File: config.mk
export PLATFORM = sky130hd
export DESIGN_NAME = s_data_deframer_flat
export DESIGN_NICKNAME = d
export VERILOG_FILES = /design/src/rtl/s_data_deframer_pkg.sv /design/src/rtl/s_data_deframer_if.sv /design/src/rtl/s_data_deframer_out_reg.sv /design/src/rtl/s_data_deframer.sv /design/src/flat_wrapper.sv
export SDC_FILE = /design/constraint.sdc
export NUM_CORES = 1
export LEC_CHECK = 0
export CORE_MARGIN = 2
export CORE_UTILIZATION = 35
export DETAILED_ROUTE_END_ITERATION = 12
export SYNTH_ARGS = -nofsm -noshare
export SYNTH_HDL_FRONTEND = slang
export SYNTH_SLANG_ARGS = --single-unit
File: constraint.sdc
create_clock -name Clk_S -period 4.95 [get_ports Clk_S]
set_clock_uncertainty 0.2 [all_clocks]
set_input_delay 0.99 -clock Clk_S [delete_from_list [all_inputs] [get_ports Clk_S]]
set_output_delay 0.99 -clock Clk_S [all_outputs]
set_load 0.005 [all_outputs]
File: src/rtl/s_data_deframer_pkg.sv
// Router link framing constants shared by the capture and transmit ends.
// Sync word precedes a MSB-first payload on an idle-low serial line.
package router_pkg;
    localparam int PAYLOAD_W = 55;
    localparam int SYNC_W    = 6;
    localparam logic [SYNC_W-1:0] SYNC_PATTERN = 6'b011111;

    typedef enum logic {
        HUNT    = 1'b0,
        PAYLOAD = 1'b1
    } state_t;
endpackage

File: src/rtl/s_data_deframer_if.sv
// Packet handoff from the deframer to the router core: valid/ready with a registered payload.
interface s_data_deframer_if #(
    parameter int PAYLOAD_W = router_pkg::PAYLOAD_W
);
    logic                 Pkt_Valid;
    logic                 Pkt_Ready;
    logic [PAYLOAD_W-1:0] Pkt_Data;

    modport master (output Pkt_Valid, output Pkt_Data, input Pkt_Ready);
    modport slave  (input Pkt_Valid, input Pkt_Data, output Pkt_Ready);
endinterface

File: src/rtl/s_data_deframer_out_reg.sv
// One-entry packet holding register; latency 1 cycle from load to Pkt_Valid.
// Backpressure: a load into an occupied, unconsumed slot is dropped and flagged by a one-cycle overrun pulse.
module deframe_out_reg #(
    parameter int PAYLOAD_W = router_pkg::PAYLOAD_W
) (
    input  logic                 clk,
    input  logic                 rst,
    input  logic                 load_vld,
    input  logic [PAYLOAD_W-1:0] load_dat,
    s_data_deframer_if.master    pkt,
    output logic                 overrun,
    output logic [7:0]           frame_cnt
);
    logic slot_free;

    // A consume on the same edge frees the slot for a new load.
    assign slot_free = !pkt.Pkt_Valid || pkt.Pkt_Ready;

    always_ff @(posedge clk or posedge rst) begin
        if (rst) begin
            pkt.Pkt_Valid <= 1'b0;
            pkt.Pkt_Data  <= '0;
            overrun       <= 1'b0;
            frame_cnt     <= 8'd0;
        end else begin
            overrun <= load_vld && !slot_free;
            if (load_vld && slot_free) begin
                pkt.Pkt_Valid <= 1'b1;
                pkt.Pkt_Data  <= load_dat;
                frame_cnt     <= frame_cnt + 8'd1;
            end else if (pkt.Pkt_Valid && pkt.Pkt_Ready) begin
                pkt.Pkt_Valid <= 1'b0;
            end
        end
    end
endmodule

File: src/rtl/s_data_deframer.sv
// Serial deframer: hunts the sync word on S_Data, shifts in the MSB-first payload, hands it off.
// Latency: Pkt_Valid one cycle after the last payload bit; a full slot drops the frame with Overrun.
module s_data_deframer import router_pkg::*; #(
    parameter int                SYNC_W       = router_pkg::SYNC_W,
    parameter logic [SYNC_W-1:0] SYNC_PATTERN = router_pkg::SYNC_PATTERN,
    parameter int                PAYLOAD_W    = router_pkg::PAYLOAD_W
) (
    input  logic              Clk_S,
    input  logic              Rst,
    input  logic              S_Data,
    s_data_deframer_if.master pkt,
    output logic              Busy,
    output logic              Overrun,
    output logic [7:0]        Frame_Cnt
);
    localparam int CNT_W = $clog2(PAYLOAD_W);

    state_t               state, state_nxt;
    logic [SYNC_W-1:0]    sync_sr, sync_shift;
    logic [PAYLOAD_W-1:0] payload_sr, payload_shift;
    logic [CNT_W-1:0]     bit_cnt;
    logic                 sync_hit, frame_done;

    assign sync_shift    = {sync_sr[SYNC_W-2:0], S_Data};
    assign payload_shift = {payload_sr[PAYLOAD_W-2:0], S_Data};

    always_ff @(posedge Clk_S or posedge Rst) begin
        if (Rst) state <= HUNT;
        else     state <= state_nxt;
    end

    always_comb begin
        state_nxt = state;
        case (state)
            HUNT:    if (sync_hit)   state_nxt = PAYLOAD;
            PAYLOAD: if (frame_done) state_nxt = HUNT;
            default: state_nxt = HUNT;
        endcase
    end

    always_comb begin
        sync_hit   = 1'b0;
        frame_done = 1'b0;
        case (state)
            HUNT:    sync_hit   = (sync_shift == SYNC_PATTERN);
            PAYLOAD: frame_done = (bit_cnt == CNT_W'(PAYLOAD_W - 1));
            default: ;
        endcase
    end

    // Clearing the sync shifter on frame exit keeps payload bits from ever completing a sync.
    always_ff @(posedge Clk_S or posedge Rst) begin
        if (Rst) begin
            sync_sr    <= '0;
            payload_sr <= '0;
            bit_cnt    <= '0;
            Busy       <= 1'b0;
        end else begin
            Busy <= (state_nxt == PAYLOAD);
            if (state == HUNT) begin
                sync_sr <= sync_shift;
                bit_cnt <= '0;
            end else begin
                payload_sr <= payload_shift;
                bit_cnt    <= bit_cnt + 1'b1;
                if (frame_done) sync_sr <= '0;
            end
        end
    end

    deframe_out_reg #(
        .PAYLOAD_W (PAYLOAD_W)
    ) u_out_reg (
        .clk       (Clk_S),
        .rst       (Rst),
        .load_vld  (frame_done),
        .load_dat  (payload_shift),
        .pkt       (pkt),
        .overrun   (Overrun),
        .frame_cnt (Frame_Cnt)
    );
endmodule

File: src/flat_wrapper.sv
// flat-port wrapper written by rule: the top's interface ports become plain ports
module s_data_deframer_flat import router_pkg::*;
#(
    parameter int                SYNC_W       = router_pkg::SYNC_W,
    parameter logic [SYNC_W-1:0] SYNC_PATTERN = router_pkg::SYNC_PATTERN,
    parameter int                PAYLOAD_W    = router_pkg::PAYLOAD_W
)
  (Clk_S, Rst, S_Data, Busy, Overrun, Frame_Cnt, pkt_Pkt_Valid, pkt_Pkt_Data, pkt_Pkt_Ready);
  s_data_deframer_if #(.PAYLOAD_W(PAYLOAD_W)) pkt_i ();
  input  logic Clk_S;
  input  logic Rst;
  input  logic S_Data;
  output logic Busy;
  output logic Overrun;
  output logic [7:0] Frame_Cnt;
  output wire logic [$bits(pkt_i.Pkt_Valid)-1:0] pkt_Pkt_Valid;
  output wire logic [$bits(pkt_i.Pkt_Data)-1:0] pkt_Pkt_Data;
  input wire logic [$bits(pkt_i.Pkt_Ready)-1:0] pkt_Pkt_Ready;
  assign pkt_Pkt_Valid = pkt_i.Pkt_Valid;
  assign pkt_Pkt_Data = pkt_i.Pkt_Data;
  assign pkt_i.Pkt_Ready = pkt_Pkt_Ready;
  s_data_deframer #(.SYNC_W(SYNC_W), .SYNC_PATTERN(SYNC_PATTERN), .PAYLOAD_W(PAYLOAD_W)) u_core (.Clk_S(Clk_S), .Rst(Rst), .S_Data(S_Data), .pkt(pkt_i), .Busy(Busy), .Overrun(Overrun), .Frame_Cnt(Frame_Cnt));
endmodule
### Yosys cells after proc, flatten, opt, wreduce, memory -nomap -nowiden

Cells that the tools add are included.

| cells by class | value |
|---|---|
| bitwise operators | 1 |
| reduce and logical (&&, ||, !) cells | 7 |
| multipliers | 0 |
| magnitude comparators | 0 |
| div/mod/pow operators | 0 |
| shifts and indexed selects | 0 |
| equal/unequal tests | 3 |
| add/sub/neg operators | 2 |
| muxes and demuxes | 10 |

Operators by type and width:

| cell | count |
|---|---|
| $mux 5 | 2 |
| $add 8x1->8 const B | 1 |
| $add 6x1->6 const B | 1 |
| $eq 6x5->1 const B | 1 |
| $eq 6x6->1 const B | 1 |
| $mux 1 | 6 |
| $mux 6 | 1 |
| $logic_and 1x1->1 | 3 |
| $logic_not 1->1 | 2 |
| $ne 2x2->1 const B | 1 |
| $pmux 1 s2 | 1 |
| $reduce_bool 2->1 | 1 |
| $logic_or 1x1->1 | 1 |
| $not 1->1 | 1 |

| storage, ports and cells | value |
|---|---|
| bits of input ports | 4 |
| latch bits | 0 |
| RAM bits | 0 |
| logic and storage cells | 31 |
| register bits | 131 |
| ROM bits | 0 |
| memories kept | 0 |
| output and inout port bits | 66 |

### Logic depth before layout (Yosys ltp)

Gate-level depths: netlist of the first run.

| depth | value |
|---|---|
| depth in word-level cells | 4 |
| mapped depth | 8 |
| mapped depth without buffers | 6 |

### Modules after synthesis

From an unflattened synthesis of the first run, not the netlist that was laid out.

| unflattened totals | value |
|---|---|
| cell total of the unflattened synthesis | 311 |
| area, all modules | 5153.7 sq um |

Modules (own cells, without submodules):

| module | cells each | instances | area each (sq um) | seq. area each (sq um) |
|---|---|---|---|---|
| deframe_out_reg | 154 | 1 | 2632.5 | 1626.6 |
| s_data_deframer | 157 | 1 | 2521.2 | 1651.6 |

### Worst setup path before layout of the first run

No wires, ideal clock.

| path | value |
|---|---|
| path kind | input to register |
| start point | in pkt_Pkt_Ready |
| end point | reg u_core.u_out_reg.pkt.Pkt_Data[10] |
| buffers on the path | 2 |
| setup slack | 2.681 ns |
| arrival time | 1.944 ns |
| library setup time | 0.125 ns |
| stages on the path | 5 |
| required time | 4.625 ns |
| cells stage by stage | nor2b_1 > nor4b_2 > buf_4 > buf_6 > mux2_2 |

| on the way | value |
|---|---|
| word-level cells in the longest chain between the ends | 2 |

Ends and longest elaborated chain:

| what | RTL line | text |
|---|---|---|
| start: declaration | flat_wrapper.sv:18 | `input wire logic [$bits(pkt_i.Pkt_Ready)-1:0] pkt_Pkt_Ready;` |
| $logic_or 1x1->1 | s_data_deframer_out_reg.sv:17 | `assign slot_free = !pkt.Pkt_Valid \|\| pkt.Pkt_Ready;` |
| $logic_and 1x1->1 | s_data_deframer_out_reg.sv:27 | `if (load_vld && slot_free) begin` |
| end signal: assignment | s_data_deframer_out_reg.sv:29 | `pkt.Pkt_Data <= load_dat;` |
| end: declaration | s_data_deframer_if.sv:9 | `modport master (output Pkt_Valid, output Pkt_Data, input Pkt_Ready);` |

Every way passes these cells.
A chain may end at the register's enable or synchronous reset.

### Worst setup path after layout of the first run

| path | value |
|---|---|
| start point | in pkt_Pkt_Ready |
| end point | reg u_core.u_out_reg.pkt.Pkt_Data[53] |

Same word-level chain as after synthesis.

==> results.cfg, run 1 <==
[status]
status = finished, final reports clean

[finish]
drive_above_1_share_pct = 36.4
diodes = 0
design.final.nets = 401
area_delta_synth_final_pct = 28.9

[synth]
synth_area_per_cell_sq_um = 15.8
ys_warn_count = 0
synth.distinct_cells = 24
synthesis.area_sq_um = 5030
ys_async_sr_fraction_pct = 100
synth_seq_cells = 131
synth_edf_count = 0
syn_nets = 325
synth_seq_area_share_pct = 65.2
ys.flop_type = dfrtp_1
syn_inst = 318

[die]
core_area_sq_um = 13900
die_w_um = 124
die_y_um = 124
start_util_pct = 36.1
core.rowCount = 43
die_area_sq_um = 15400
ios = 70

[sta]
hold_viol = 0
finalCritPeriodShare_pct = 54.2
setup_tns_ns = 0
finalSetupViolCount = 0
worst_pin_slew_ns = 1.18
rsz0062_at_grt = no
period_needed_ns = 2.69
max_slew_margin_pct = 20.1
holdWs_ns = 0.253
slew_viol_final = 0
fmax_mhz = 372

[detailed_routing]
drt_iter0_markers = 159
wirelength_um = 8670
vias = 2764
routed_via_density = 4.71
detail_route.first_pass.iterations = 4
antenna_left = 0
post-route-drc-count = 0
wl_per_cell_um = 14.8

[worst_setup_path]
worstPathArrival_ns = 2.78
r2r_end = u_core.u_out_reg.pkt.Pkt_Data[53]$_DFFE_PP0P_
start_kind = primary input
required_ns = 5.04
cp_slowest_cell = buf_4
reg2reg_slack_ns = 2.64
worstSetupPathType = primary input to flip-flop
critPathMaxFanout = 45
ff2ff_path_depth = 6
slowest_delay_ns = 0.53
cp-end-kind = flip-flop
rr_startpoint = u_core.bit_cnt[0]$_DFF_PP0_
cp_cell_sequence = clkdlybuf4s50_1, nor2b_1, nor4b_4, buf_4, mux2_2

[worst_hold_path]
hold_path_class = flip-flop to flip-flop
hold_end = u_core.state$_DFF_PP0_
whs_path_depth = 1
hold_start = u_core.sync_sr[4]$_DFFE_PP0P_

[clocking]
cts_buffer_depth = 2
cts.sinks = 131
cts_setup_buffers = 0
clock-root-buffer = clkbuf_16
htreeDepth = 4
cts_resized = 0
cts_buffers = 17
cts_hold_buf = 0
clk_latency_ns = 0.41
cts_tree = built
path_clk_slew_ns = 0.06

[flow_run]
maxCapViolCount = 0

[placement]
place_hpwl_um = 5170
io_buffers = 69
gp_congestion = 0.678

[global_routing]
grt_pass1_wl_um = 14800
grt.total_usage_pct = 12.7
overflow = 0
grt_pass1_vias = 2922
antenna_found_initial = 0
grt_max_degree = 76

[power_and_ir_drop]
p_leak_nw = 2.97
total_power_mw = 2.40
peakVddDrop_mv = 0.300
p_per_area_nw_per_um2 = 370
[cell families (layout without fill, tap and decap cells)]
group	count (synthesis)	count (layout)	synth area share [%]
adders and majority gates	3	3	0.746
and+or+nand+nor	33	33	3.83
xor gates and xnor gates	11	11	1.92
buffers and inverters	23	112	2.79
AOI/OAI and AO/OA	7	7	0.945
muxes	110	110	24.6
DFF	131	131	65.2
[critical path, delay by kind of cell]
family / cells / cell delay, ns
buffers and inverters: 2 / 0.99
muxes: 1 / 0.41
and+or+nand+nor: 2 / 0.35
[metal layers]
metal	global-route usage (%)	vias up	part of all wire (%)
met5	0	-	0
met4	5.90	0	1.9
met3	5.59	13	7.2
met2	19.1	70	45
met1	15.9	1416	46
li1	-	1265	-
[layout make-up]
| class | instances | area (sq um) |
|---|---|---|
| clock buffers | 21 | 470 |
| inverters | 7 | 28.8 |
| fillers | 1255 | 7450 |
| clock inverters | 11 | 125 |
| repair buffers | 73 | 733 |
| flip-flops and latches | 131 | 3280 |
| multi-input cells | 164 | 1620 |
| well taps | 180 | 225 |
[state kept, by name, summed over array words and instances, names as in the netlist]
register,flops
u_core.u_out_reg.overrun,1
u_core.u_out_reg.frame_cnt,8
u_core.sync_sr,5
u_core.u_out_reg.pkt.Pkt_Data,55
u_core.bit_cnt,6
u_core.state,1
u_core.payload_sr,54
u_core.u_out_reg.pkt.Pkt_Valid,1
[synthesized netlist by cell type, drive strengths merged (2+ instances only)]
library cell	count	area, sq um
dfrtp	131	3280
mux2	110	1240
buf	11	95.1
xnor2	9	78.8
nand2	8	30.0
inv	7	26.3
clkbuf	5	18.8
nand3	5	25.0
o22ai	5	31.3
and2	4	25.0
nand4	4	25.0
nor2b	4	25.0
and3	3	18.8
ha	3	37.5
xor2	2	17.5
[worst max-delay path by stage]
stage                                                    endpoint  depth (start not counted)           from  slack [ns]
floorplan                             u_core.bit_cnt[0]$_DFF_PP0_                          1            Rst        0.26
global placement     u_core.u_out_reg.pkt.Pkt_Data[7]$_DFFE_PP0P_                          5  pkt_Pkt_Ready        1.87
detailed placement   u_core.u_out_reg.pkt.Pkt_Data[5]$_DFFE_PP0P_                          5  pkt_Pkt_Ready        1.82
CTS                  u_core.u_out_reg.pkt.Pkt_Data[5]$_DFFE_PP0P_                          5  pkt_Pkt_Ready        2.25
global route         u_core.u_out_reg.pkt.Pkt_Data[2]$_DFFE_PP0P_                          5  pkt_Pkt_Ready        2.18
finish              u_core.u_out_reg.pkt.Pkt_Data[53]$_DFFE_PP0P_                          5  pkt_Pkt_Ready        2.26
[through the flow]
stage / area, sq um / cells / setup WS [ns] / util, %
after floorplan: 5030 / 318 / 0.262 / -
after global placement: 5890 / 555 / 1.87 / 42.3
after detailed placement: 5890 / 555 / 1.82 / 42.3
after CTS: 6480 / 587 / 2.25 / 46.5
after global routing: 6480 / 587 / 2.18 / 46.5
final: 6480 / 587 / 2.26 / 46.5
[placed cells by master (no fill, tap or decap), types with 2 or more instances in the layout]
cell type / n
xor2_1: 2
nand4_1: 4
inv_1: 6
clkbuf_16: 17
mux2_2: 110
clkbuf_8: 3
nor2b_1: 4
clkinv_4: 2
inv_6: 2
xnor2_1: 9
and2_1: 4
buf_4: 3
clkinvlp_4: 2
nand3_1: 5
dfrtp_1: 130
clkinv_2: 3
o22ai_1: 5
nand2_1: 8
and3_1: 3
bufinv_16: 2
clkdlybuf4s50_1: 69
ha_1: 3
[report_power, final]
group | switching [mW] | total, mW | leakage (nW) | internal (mW)
sequential | 0.0149 | 1.11 | 1.69 | 1.09
combinational | 0.0258 | 0.0447 | 0.988 | 0.0189
clock | 0.461 | 1.24 | 0.290 | 0.783
total | 0.502 | 2.40 | 2.97 | 1.89
No activity file was read; power rests on OpenSTA's default activity.
==> run 2: changes to the inputs <==
clock period = 2.6 ns   (was 4.95 ns; I/O delays follow)
==> run 2 against run 1 <==
Against the previous run: register-to-register slack got worse by 2.2 ns; clock power is 89% higher; non-clock buffer count is 6 higher; critical endpoint is now u_core.u_out_reg.frame_cnt[1]$_DFFE_PP0P_; sequential power rose by 90%.
==> results.cfg, run 2 (synthesis gave the netlist of run 1 again) <==
[status]
status = finished, final reports clean

[clocking]
path_clk_slew_ns = 0.06
cts.sinks = 131
clk_latency_ns = 0.41
cts_hold_buf = 0
cts_buffer_depth = 2
cts_buffers = 17
cts_tree = built
clock-root-buffer = clkbuf_16
cts_setup_buffers = 0
htreeDepth = 4
cts_resized = 0

[sta]
fmax_mhz = 463
period_needed_ns = 2.16
slew_viol_final = 0
finalSetupViolCount = 0
setup_tns_ns = 0
layout_setup_ws_ns = 0.439
worst_pin_slew_ns = 0.854
max_slew_margin_pct = 43.1
finalCritPeriodShare_pct = 83.1
rsz0062_at_grt = no
hold_viol = 0
holdWs_ns = 0.273

[die]
die_y_um = 124
core_area_sq_um = 13900
start_util_pct = 36.1
ios = 70
die_w_um = 124
die_area_sq_um = 15400
core.rowCount = 43

[worst_setup_path]
worstSetupPathType = flip-flop to flip-flop
cp-end-kind = flip-flop
critPathMaxFanout = 22
worstPathArrival_ns = 2.25
start_kind = flip-flop
required_ns = 2.69

[placement]
gp_congestion = 0.678
place_hpwl_um = 5460
pre_cts_ws_ns = 0.110
place_area_sq_um = 6000
io_buffers = 69
place_inst = 561

[power_and_ir_drop]
peakVddDrop_mv = 0.474
p_leak_nw = 3.01
p_per_area_nw_per_um2 = 691
p_switching_mw = 0.903
total_power_mw = 4.55
swShare_pct = 19.8
pwr-share-seq_pct = 46.3
pwr-share-comb_pct = 2.2
clock_power_share_pct = 51.5
power.internal_mw = 3.65

[finish]
top_regs = u_core.u_out_reg.pkt.Pkt_Data: 55 flops, u_core.payload_sr: 54 flops, u_core.u_out_reg.frame_cnt: 8 flops
top_register = u_core.u_out_reg.pkt.Pkt_Data
area_delta_synth_final_pct = 30.8
drive_above_1_share_pct = 36.8
largest_reg_flops = 55
design.final.nets = 407
final_cells = 593
final_common_cell = dfrtp_1
layout.cells.most_common_list = dfrtp_1, mux2_2, clkdlybuf4s50_1
diodes = 0
utilization_pct = 47.2
design_area_sq_um = 6580

[detailed_routing]
detail_route.first_pass.iterations = 4
post-route-drc-count = 0
wirelength_um = 8620
routed_via_density = 4.61
drt_iter0_markers = 88
antenna_left = 0
vias = 2734
wl_per_cell_um = 14.5

[global_routing]
grt_pass1_vias = 3006
grt_max_degree = 75
grt_pass1_wl_um = 14800
grt.total_usage_pct = 12.9
overflow = 0
antenna_found_initial = 0

[worst_hold_path]
hold_path_class = flip-flop to flip-flop

[flow_run]
maxCapViolCount = 0
-- run 2: per-layer routing --
layer | routed length (um) | vias to the layer above | GRT usage [%]
met4 | 161 | 0 | 5.90
met2 | 3860 | 64 | 18.9
met3 | 619 | 15 | 6.09
met5 | 0 | - | 0
li1 | - | 1281 | -
met1 | 3980 | 1374 | 16.2
-- run 2: final timing paths --
path	startpoint	endpoint	slack, ns	cells after the start
hold reg to reg	u_core.sync_sr[4]$_DFFE_PP0P_	u_core.state$_DFF_PP0_	0.27	1
setup / recovery	u_core.bit_cnt[0]$_DFF_PP0_	u_core.u_out_reg.frame_cnt[1]$_DFFE_PP0P_	0.44	6
hold / removal	u_core.sync_sr[4]$_DFFE_PP0P_	u_core.state$_DFF_PP0_	0.27	1
max in group asynchronous	Rst	u_core.state$_DFF_PP0_	1.27	3
setup reg to reg	u_core.bit_cnt[0]$_DFF_PP0_	u_core.u_out_reg.frame_cnt[1]$_DFFE_PP0P_	0.44	6
min in group asynchronous	Rst	u_core.payload_sr[4]$_DFFE_PP0P_	0.37	2
-- run 2: power by group through the flow --
stage | Sequential, mW | Clock (mW) | Combinational [mW]
after floorplan | 2.13 | 0 | 0.0648
after global placement | 2.14 | 0 | 0.103
after detailed placement | 2.14 | 0 | 0.107
after CTS | 2.11 | 2.42 | 0.108
after global routing | 2.11 | 2.51 | 0.117
final | 2.11 | 2.34 | 0.101
-- run 2: layout make-up --
type / instances / area (sq um)
fillers: 1226 / 7350
repair buffers: 79 / 841
inverters: 7 / 30.0
clock buffers: 21 / 450
multi-input cells: 164 / 1620
clock inverters: 11 / 135
well taps: 180 / 225
flip-flops and latches: 131 / 3280
-- run 2: worst max-delay path, stage by stage, from the launching register on --
cell     delay [ns]
dfrtp_1        0.41
inv_1          0.07
ha_1           0.18
nand4_1        0.14
nor4b_4        0.32
buf_4          0.35
mux2_2         0.37
==> run 3: changes to the inputs <==
clock period = 1.9 ns   (was 2.6 ns; I/O delays follow)
==> run 3 against run 2 <==
Against the previous run: the run now ends with setup timing left; routed wire length grew 6.0%; utilization grew 2.1 points; sequential power grew 37%; sequential share of layout area shrank 2.1 points; flip-flop and latch count is the same; first-iteration DRC count shrank 3.4%; largest power group unchanged.
==> results.cfg, run 3 (synthesis gave the netlist of run 1 again) <==
[status]
status = finished, violations left
failed_checks = setup timing

[finish]
largest_reg_flops = 55
multi_input_area_sq_um = 1680
design.final.nets = 428
nFillCells = 1189
diodes = 0
top_register = u_core.u_out_reg.pkt.Pkt_Data
design_area_sq_um = 6880
regArea_sq_um = 3280
area_delta_synth_final_pct = 36.7
drive_above_1_share_pct = 39.8
final_common_cell = dfrtp_1
layout.cells.most_common_list = dfrtp_1, mux2_2, clkdlybuf4s50_1
top_regs = u_core.u_out_reg.pkt.Pkt_Data: 55 flops, u_core.payload_sr: 54 flops, u_core.u_out_reg.frame_cnt: 8 flops

[worst_setup_path]
rr_startpoint = u_core.bit_cnt[0]$_DFF_PP0_
required_ns = 1.98
crit_start = u_core.bit_cnt[0]$_DFF_PP0_
cp_top_family = buffers and inverters
cp-end-kind = flip-flop
cp.depth = 7
r2r_end = u_core.u_out_reg.pkt.Pkt_Data[32]$_DFFE_PP0P_
reg2reg_slack_ns = -0.13
ff2ff_path_depth = 7
crit_buf_inv = 3
critPathMaxFanout = 18
cp_slowest_cell = dfrtp_1
worstSetupPathType = flip-flop to flip-flop
setup.worst_path.end = u_core.u_out_reg.pkt.Pkt_Data[32]$_DFFE_PP0P_
cp_cell_sequence = inv_1, ha_2, nand4_1, nor4b_4, buf_4, buf_12, mux2_2
worstPathArrival_ns = 2.12
start_kind = flip-flop
slowest_delay_ns = 0.37

[placement]
place_hpwl_um = 5740
gp_congestion = 0.743
io_buffers = 69
place_area_sq_um = 6100

[sta]
period_needed_ns = 2.03
fmax_mhz = 492
hold_viol = 0
layout_setup_ws_ns = -0.134
holdWs_ns = 0.109
worst_pin_slew_ns = 0.352
finalSetupViolCount = 61
max_slew_margin_pct = 76.5
rsz0062_at_grt = yes
finalCritPeriodShare_pct = 107
slew_viol_final = 0

[clocking]
clock-root-buffer = clkbuf_16
htreeDepth = 4
cts.sinks = 131
cts_buffer_depth = 2
clk_latency_ns = 0.40
cts_tree = built
path_clk_slew_ns = 0.05
cts_buffers = 17

[global_routing]
grt.total_usage_pct = 13.2
antenna_found_initial = 0
grt_pass1_wl_um = 15300
grt_pass1_vias = 3050
overflow = 0
grt_max_degree = 51

[die]
die_y_um = 124
ios = 70
start_util_pct = 36.1
core_area_sq_um = 13900
core.rowCount = 43
die_w_um = 124
die_area_sq_um = 15400

[detailed_routing]
detail_route.first_pass.iterations = 4
antenna_left = 0
wirelength_um = 9140
vias = 2855
post-route-drc-count = 0
routed_via_density = 4.67
drt_iter0_markers = 85
wl_per_cell_um = 14.9

[power_and_ir_drop]
p_per_area_nw_per_um2 = 867
peakVddDrop_mv = 0.667
p_leak_nw = 3.55
total_power_mw = 5.96

[worst_hold_path]
hold_path_class = primary input to async pin

[flow_run]
maxCapViolCount = 0
==> run 3: worst min path at each step <==
stage / to / slack, ns / cells past startpoint
floorplan: u_core.state$_DFF_PP0_ / 0.23 / 1
global placement: u_core.state$_DFF_PP0_ / 0.24 / 1
detailed placement: u_core.state$_DFF_PP0_ / 0.26 / 1
CTS: u_core.payload_sr[50]$_DFFE_PP0P_ / 0.10 / 2
global route: u_core.payload_sr[50]$_DFFE_PP0P_ / 0.12 / 2
finish: u_core.payload_sr[50]$_DFFE_PP0P_ / 0.11 / 2
==> run 3: final cells by class <==
type,count,area share [%]
timing repair buffer,100,16.3
clock inverter,4,0.328
tap,180,3.28
inverter,7,0.437
sequential,131,47.7
multi-input combinational,164,24.4
clock buffer,26,7.55
==> run 3: repair_timing <==
item	CTS	global route
hold buffers	0	0
cloned	1	0
endpoints found under the setup margin	70	87
setup buffers	7	4
gates resized for setup	17	25
pin swaps	0	0
==> run 3: layer usage <==
metal	GRT usage, %	part of all wire (%)	vias to the layer above
met5	0	0	-
met3	6.50	7.0	8
met1	16.5	46	1465
met2	19.9	46	65
li1	-	-	1317
met4	4.85	1.1	0
==> run 3: report_power, final <==
part,switching (mW),internal [mW]
registers,0.0395,2.85
clock network,1.09,1.85
logic,0.0688,0.0590
total,1.20,4.76
==> run 3: through the flow <==
stage                     setup WS [ns]  TNS [ns]  utilization (%)  cells
after global placement           -0.364    -21.20             43.8    570
after floorplan                  -0.303    -39.72                -    318
after CTS                        -0.150     -7.30             48.6    608
after global routing             -0.227    -11.80             49.3    612
final                            -0.134     -6.10             49.3    612
after detailed placement         -0.345    -19.69             43.8    570
==> run 3: worst reg2reg max path: stages (launching register included) <==
cell	delay (ns)
dfrtp_1	0.37
inv_1	0.06
ha_2	0.17
nand4_1	0.13
nor4b_4	0.27
buf_4	0.20
buf_12	0.16
mux2_2	0.35
